--- config.mk ---
export PLATFORM = sky130hd
export DESIGN_NAME = pipe_scoreboard
export DESIGN_NICKNAME = d
export VERILOG_FILES = /design/src/rtl/manta_pkg.sv /design/src/rtl/sb_entry.sv /design/src/rtl/pipe_scoreboard.sv
export SDC_FILE = /design/constraint.sdc
export NUM_CORES = 1
export LEC_CHECK = 0
export CAP_MARGIN = 0
export CORE_AREA = 4 4 82 122
export DETAILED_ROUTE_END_ITERATION = 12
export DIE_AREA = 0 0 86 126
export GPL_ROUTABILITY_DRIVEN = 0
export GPL_TIMING_DRIVEN = 0
export HOLD_SLACK_MARGIN = 0.15
export PLACE_DENSITY = 0.87
export SYNTH_ARGS = -nofsm -noshare
export SYNTH_HDL_FRONTEND = slang
export SYNTH_SLANG_ARGS = --single-unit
--- constraint.sdc ---
create_clock -name clk -period 8.05 [get_ports clk]
set_clock_uncertainty 0.2 [all_clocks]
set_input_delay 1.61 -clock clk [delete_from_list [all_inputs] [get_ports clk]]
set_output_delay 1.61 -clock clk [all_outputs]
set_load 0.005 [all_outputs]
--- src/rtl/manta_pkg.sv ---
// Shared definitions for the manta_style pipeline: width helpers, stall reason codes
// and the opcode constants the top level decodes into operand enables and latencies.
package manta_pkg;

  typedef enum logic [1:0] {
    SB_NONE = 2'd0,
    SB_RAW  = 2'd1,
    SB_WAW  = 2'd2,
    SB_WBP  = 2'd3
  } sb_why_e;

  function automatic int sb_reg_w(input int num_regs);
    return (num_regs > 1) ? $clog2(num_regs) : 1;
  endfunction

  function automatic int sb_cnt_w(input int max_lat);
    return $clog2(max_lat + 2);
  endfunction

  // Major opcode classes seen by ID
  localparam logic [3:0] OP_ALU   = 4'h0;
  localparam logic [3:0] OP_ALUI  = 4'h1;
  localparam logic [3:0] OP_LOAD  = 4'h2;
  localparam logic [3:0] OP_STORE = 4'h3;
  localparam logic [3:0] OP_MUL   = 4'h4;
  localparam logic [3:0] OP_DIV   = 4'h5;
  localparam logic [3:0] OP_BR    = 4'h6;
  localparam logic [3:0] OP_JAL   = 4'h7;

  typedef struct packed {
    logic       rs1_en;
    logic       rs2_en;
    logic       rd_en;
    logic [2:0] lat;
  } op_info_t;

  // Issue-to-writeback latency and operand usage per opcode class
  function automatic op_info_t op_decode(input logic [3:0] op);
    op_info_t info;
    info = '{rs1_en: 1'b0, rs2_en: 1'b0, rd_en: 1'b0, lat: 3'd1};
    case (op)
      OP_ALU:   info = '{rs1_en: 1'b1, rs2_en: 1'b1, rd_en: 1'b1, lat: 3'd1};
      OP_ALUI:  info = '{rs1_en: 1'b1, rs2_en: 1'b0, rd_en: 1'b1, lat: 3'd1};
      OP_LOAD:  info = '{rs1_en: 1'b1, rs2_en: 1'b0, rd_en: 1'b1, lat: 3'd2};
      OP_STORE: info = '{rs1_en: 1'b1, rs2_en: 1'b1, rd_en: 1'b0, lat: 3'd1};
      OP_MUL:   info = '{rs1_en: 1'b1, rs2_en: 1'b1, rd_en: 1'b1, lat: 3'd3};
      OP_DIV:   info = '{rs1_en: 1'b1, rs2_en: 1'b1, rd_en: 1'b1, lat: 3'd4};
      OP_BR:    info = '{rs1_en: 1'b1, rs2_en: 1'b1, rd_en: 1'b0, lat: 3'd1};
      OP_JAL:   info = '{rs1_en: 1'b0, rs2_en: 1'b0, rd_en: 1'b1, lat: 3'd1};
      default:  info = '{rs1_en: 1'b0, rs2_en: 1'b0, rd_en: 1'b0, lat: 3'd1};
    endcase
    return info;
  endfunction

endpackage

--- src/rtl/sb_entry.sv ---
// One register's pending-write countdown: load on issue, otherwise count down to idle.
module sb_entry #(
  parameter int CNT_W     = 3,
  parameter bit TIED_IDLE = 1'b0
) (
  input  logic             clk,
  input  logic             rst_n,
  input  logic             load,
  input  logic [CNT_W-1:0] load_val,
  output logic [CNT_W-1:0] cnt,
  output logic             busy
);

  always_ff @(posedge clk or negedge rst_n) begin
    if (!rst_n) begin
      cnt <= '0;
    end else if (TIED_IDLE) begin
      cnt <= '0;
    end else if (load) begin
      // a new writer replaces whatever was counting down this edge
      cnt <= load_val;
    end else if (cnt != '0) begin
      cnt <= cnt - CNT_W'(1);
    end
  end

  assign busy = (cnt != '0);

endmodule

--- src/rtl/pipe_scoreboard.sv ---
// ID-stage hazard unit: per-register writeback countdowns, forwarding source selection
// and stall generation for RAW, WAW reordering and writeback-port collisions.
module pipe_scoreboard
  import manta_pkg::*;
#(
  parameter int NUM_REGS  = 16,
  parameter int MAX_LAT   = 4,
  parameter int FWD_DEPTH = 2,
  parameter int ZERO_REG  = 1,
  localparam int REG_W    = sb_reg_w(NUM_REGS),
  localparam int CNT_W    = sb_cnt_w(MAX_LAT)
) (
  input  logic                clk,
  input  logic                rst_n,
  input  logic                id_valid,
  input  logic [REG_W-1:0]    id_rs1,
  input  logic                id_rs1_en,
  input  logic [REG_W-1:0]    id_rs2,
  input  logic                id_rs2_en,
  input  logic [REG_W-1:0]    id_rd,
  input  logic                id_rd_en,
  input  logic [CNT_W-1:0]    id_lat,
  input  logic                flush,
  output logic                stall,
  output logic                issue,
  output logic [1:0]          stall_why,
  output logic [CNT_W-1:0]    fwd_sel1,
  output logic [CNT_W-1:0]    fwd_sel2,
  output logic [NUM_REGS-1:0] busy_vec
);

  localparam logic [CNT_W-1:0] FWD_D = CNT_W'(FWD_DEPTH);

  logic [CNT_W-1:0]    cnt [NUM_REGS];
  logic [NUM_REGS-1:0] load_vec;
  logic [MAX_LAT:1]    wb_sched;
  logic [MAX_LAT:1]    wb_next;

  logic             rs1_tracked, rs2_tracked, rd_tracked;
  logic [CNT_W-1:0] cnt_rs1, cnt_rs2, cnt_rd;
  logic             raw1, raw2, waw, wbp, wbp_hit;
  sb_why_e          why;

  assign rs1_tracked = (ZERO_REG == 0) || (id_rs1 != '0);
  assign rs2_tracked = (ZERO_REG == 0) || (id_rs2 != '0);
  assign rd_tracked  = (ZERO_REG == 0) || (id_rd != '0);

  assign cnt_rs1 = cnt[id_rs1];
  assign cnt_rs2 = cnt[id_rs2];
  assign cnt_rd  = cnt[id_rd];

  genvar r;
  generate
    for (r = 0; r < NUM_REGS; r++) begin : g_entry
      localparam bit TIE = (ZERO_REG != 0) && (r == 0);
      assign load_vec[r] = issue && id_rd_en && (id_rd == REG_W'(r));
      sb_entry #(
        .CNT_W    (CNT_W),
        .TIED_IDLE(TIE)
      ) u_entry (
        .clk     (clk),
        .rst_n   (rst_n),
        .load    (load_vec[r]),
        .load_val(id_lat),
        .cnt     (cnt[r]),
        .busy    (busy_vec[r])
      );
    end
  endgenerate

  always_comb begin
    raw1 = id_rs1_en && rs1_tracked && (cnt_rs1 > FWD_D);
    raw2 = id_rs2_en && rs2_tracked && (cnt_rs2 > FWD_D);
    // an older writer still counting past our own writeback would land last
    waw  = id_rd_en && rd_tracked &&
           ({1'b0, cnt_rd} > ({1'b0, id_lat} + (CNT_W+1)'(1)));
    wbp_hit = 1'b0;
    for (int k = 1; k < MAX_LAT; k++) begin
      if ((id_lat == CNT_W'(k)) && wb_sched[k+1]) wbp_hit = 1'b1;
    end
    wbp = id_rd_en && wbp_hit;
  end

  always_comb begin
    why = SB_NONE;
    if (id_valid) begin
      if (raw1 || raw2)  why = SB_RAW;
      else if (waw)      why = SB_WAW;
      else if (wbp)      why = SB_WBP;
    end
  end

  assign stall     = (why != SB_NONE);
  assign stall_why = why;
  assign issue     = id_valid && !stall && !flush;

  always_comb begin
    fwd_sel1 = '0;
    fwd_sel2 = '0;
    if (id_rs1_en && rs1_tracked && (cnt_rs1 <= FWD_D)) fwd_sel1 = cnt_rs1;
    if (id_rs2_en && rs2_tracked && (cnt_rs2 <= FWD_D)) fwd_sel2 = cnt_rs2;
  end

  // Bit k set means some in-flight op writes the RF k cycles from now
  always_comb begin
    wb_next = wb_sched >> 1;
    if (issue && id_rd_en && rd_tracked) begin
      for (int k = 1; k <= MAX_LAT; k++) begin
        if (id_lat == CNT_W'(k)) wb_next[k] = 1'b1;
      end
    end
  end

  always_ff @(posedge clk or negedge rst_n) begin
    if (!rst_n) wb_sched <= '0;
    else        wb_sched <= wb_next;
  end

endmodule

==> results of run 1 <==
## final cells by class
type | count | area, um2 | share of cell area (%)
Buffer | 40 | 250 | 4.56
Clock buffer | 5 | 125 | 2.28
Clock inverter | 3 | 42.5 | 0.776
Inverter | 41 | 154 | 2.81
Multi-Input combinational cell | 345 | 3170 | 57.8
Sequential cell | 48 | 1200 | 21.9
Tap cell | 110 | 138 | 2.51
Timing Repair Buffer | 40 | 405 | 7.39
## worst reg2reg max path, stage by stage, from the launching register on
cell	delay (ns)
dfrtp_1	0.44
mux4_2	0.54
mux4_2	0.49
ha_1	0.32
nor2b_1	0.13
o21ai_0	0.20
a21oi_2	0.13
or4b_4	0.58
a2111oi_4	0.29
buf_4	0.21
buf_4	0.13
and3_1	0.17
buf_4	0.14
mux2i_1	0.19
## power groups by stage
stage / logic, mW / clock network (mW) / registers [mW]
final: 1.06 / 0.240 / 0.559
after global routing: 1.18 / 0.253 / 0.575
after CTS: 1.05 / 0.243 / 0.549
after detailed placement: 1.04 / 0 / 0.551
after global placement: 0.970 / 0 / 0.538
after floorplan: 0.789 / 0 / 0.476
## cell usage in the layout, fill, tap and decap left out, drive strengths merged, types with 3 or more instances in the layout
| master | Yosys | routed |
|---|---|---|
| mux2i | 65 | 65 |
| dfrtp | 48 | 48 |
| inv | 40 | 40 |
| ha | 38 | 38 |
| clkdlybuf4s50 | 0 | 35 |
| buf | 30 | 35 |
| nand2 | 29 | 29 |
| mux4 | 27 | 27 |
| o21ai | 22 | 22 |
| nor2 | 21 | 21 |
| nand2b | 19 | 19 |
| nor3 | 16 | 16 |
| xnor2 | 15 | 15 |
| clkbuf | 11 | 15 |
| nand3 | 13 | 13 |
| mux2 | 12 | 12 |
| a221oi | 7 | 7 |
| nor2b | 6 | 6 |
| and3 | 6 | 6 |
| nor4 | 5 | 5 |
| a22o | 4 | 4 |
| o22ai | 4 | 4 |
| and2 | 4 | 4 |
| a21oi | 4 | 4 |
| conb | 1 | 3 |
## per-stage QoR
| step | setup WS (ns) | hold slack (ns) | utilization, % | instance area [um2] |
|---|---|---|---|---|
| final | 0.227 | 0.268 | 61.8 | 5490 |
| after global routing | 0.0990 | 0.289 | 61.8 | 5490 |
| after CTS | 0.0563 | 0.274 | 61.6 | 5470 |
| after detailed placement | -0.144 | 0.258 | 59.7 | 5300 |
| after global placement | -0.115 | 0.238 | 59.4 | 5280 |
| after floorplan | 1.48 | 0.228 | - | 4780 |
## sequential cells by signal (all words and copies together) (netlist names)
name                 flops
wb_sched                 3
g_entry.u_entry.cnt     45
## path summary, 6_finish.rpt
check / startpoint / end / cells past startpoint
min: wb_sched[4]$_DFF_PN0_ / wb_sched[3]$_DFF_PN0_ / 1
max reg2reg: g_entry[6].u_entry.cnt[1]$_DFFE_PN0P_ / g_entry[9].u_entry.cnt[1]$_DFFE_PN0P_ / 13
max: id_rd[1] / issue / 12
min in group asynchronous: rst_n / g_entry[14].u_entry.cnt[1]$_DFFE_PN0P_ / 1
max in group asynchronous: rst_n / wb_sched[4]$_DFF_PN0_ / 2
min reg2reg: wb_sched[4]$_DFF_PN0_ / wb_sched[3]$_DFF_PN0_ / 1
## kinds of logic (layout without fill, tap and decap cells)
group,Yosys count,after routing,synth area share (%)
buffers and inverters,82,129,8.53
adder cells (fa/ha/maj),38,38,9.97
AND/OR/NAND/NOR,129,129,15.3
AO/OA/AOI/OAI,56,56,8.60
other,1,3,0.0786
XOR/XNOR,15,15,2.75
flip-flops,48,48,25.2
multiplexers,104,104,29.5
## routing by layer
metal	GRT usage, %	wire length, um
met2	40.6	6450
met5	0	0
met3	4.77	819
met4	19.2	1130
met1	26.3	4420
## repair_timing
action,CTS,global route
pin swaps,1,1
resized for setup,1,0
setup buffers,0,3
endpoints found under the setup margin,1,1
==> key figures, run 1 <==
Status
  • Status: finished clean

Clock network
  • Worst skew pair latency: 0.29 ns
  • H-tree depth: 2
  • Clk sinks: 48
  • CTS tree: built
  • Number of buffers inserted by hold repair at cts: 0
  • CTS Buf Count: 5
  • Clk pin slew, worst setup/hold paths: 0.06 ns
  • CTS max path bufs: 2
  • Root Buffer: clkbuf_16

Logic synthesis
  • Area contributors post-synth: dfrtp_1 25%, mux2i_1 14%, mux4_2 11%
  • Cells after synthesis: 473
  • Syn_area_per_cell: 10.1 um2
  • Distinct cells, synth: 55
  • Cell taking the most area after synthesis: dfrtp_1
  • Ys flop type: dfrtp_1
  • Synth top area share: 25.2%
  • Most frequent cell after synthesis: mux2i_1
  • Ys Warns: 0
  • Sequential area share after synthesis: 25.2%
  • Yosys reg bits: 48
  • Mapped Area: 4770 um2
  • Number of synthesized flops with an enable pin: 0
  • Synth cell count leaders: 65 x mux2i_1, 48 x dfrtp_1, 39 x inv_1
  • FFs w/ async S/R, synth: 100%

Timing
  • Fin crit period: 7.82 ns
  • Unrepaired setup endpoints after global routing: false
  • Worst-Margin Slew: 0.829 ns
  • # setup viols final: 0
  • Max-slew violations: 0
  • Post-route setup TNS: 0 ns
  • Relative slew slack: 44.3%
  • F_max: 128 MHz
  • Hold Vio Cnt, Final: 0
  • Final Cycle Share: 97.2%

Power
  • Power Density: 339 nW/um2
  • Seq pwr share: 30.1%
  • Clock power share: 12.9%
  • Pleak: 2.39 nW
  • Int Power: 1.08 mW
  • Worst VDD drop: 0.000159 V
  • Logic pwr share: 57.0%
  • Total power: 1.86 mW
  • Sw Pwr: 0.778 mW
  • Sw Ratio: 41.9%

Worst setup path
  • Crit path max-delay family: buffers and inverters
  • CP bufs+invs: 4
  • Crit-path cells: clkdlybuf4s50_1 > clkbuf_2 > mux4_2 > mux4_2 > ha_1 > nor2b_1 > o21ai_0 > a21oi_2 > or4b_4 > a2111oi_4 > buf_4 > clkdlybuf4s50_1
  • Startpoint Class: input port
  • Slowest-stage cell, CP: clkdlybuf4s50_1
  • Arr. time, crit path: 6.01 ns
  • WP data required: 6.24 ns
  • Worst-path fanout max: 12
  • Crit path kind: input port to output pin
  • Worst setup EP type: output pin
  • Slowest Stage Delay on Critical Path: 0.75 ns
  • R2R setup slack: 3.81 ns

Layout
  • Nets: 581
  • Area grow syn2layout: 15.0%
  • Fill count: 691
  • Fraction of layout cells with a size suffix above 1: 19.2%
  • Final Non-Filler Cells: 632
  • Diodes inserted: 0

Global routing
  • Total track usage: 24.3%
  • Vias in the first global route: 4137
  • Initial antenna violation count: 0
  • First-pass GRT wire length: 20700 um
  • Gr ovfl total: 0
  • Largest net degree at the start of global routing: 26

Drt
  • DR WL/cell: 20.3 um
  • Post-route ant nets: 0
  • 1st-pass router iterations: 5
  • Vias per cell: 6.35
  • Total wire length after detailed routing: 12800 um
  • Via count: 4014
  • Residual DRC count: 0
  • DR iter-0 viols: 511

Floorplan
  • Die Y: 126 um
  • IO Pins: 48
  • Die area: 10800 um2
  • Initial Util: 53.7%
  • Core ar.: 8880 um2
  • Chip Width: 86 um
  • # rows: 42

Placed design
  • Buffers on Ports: 36
  • Cells after DPL: 622
  • DP Wirelength: 9930 um

Hold path
  • Hold Path Class: flip-flop to flip-flop

Flow run
  • Maxcap violations: 0
Power figures use the tool's default switching activity.
==> run 2, diff against run 1 <==
- CTS_CLUSTER_DIAMETER: unset -> 100
- SLEW_MARGIN: unset -> 20
==> results of run 2 <==
No change in the layout: final DEF, timing and power equal those of run 1.
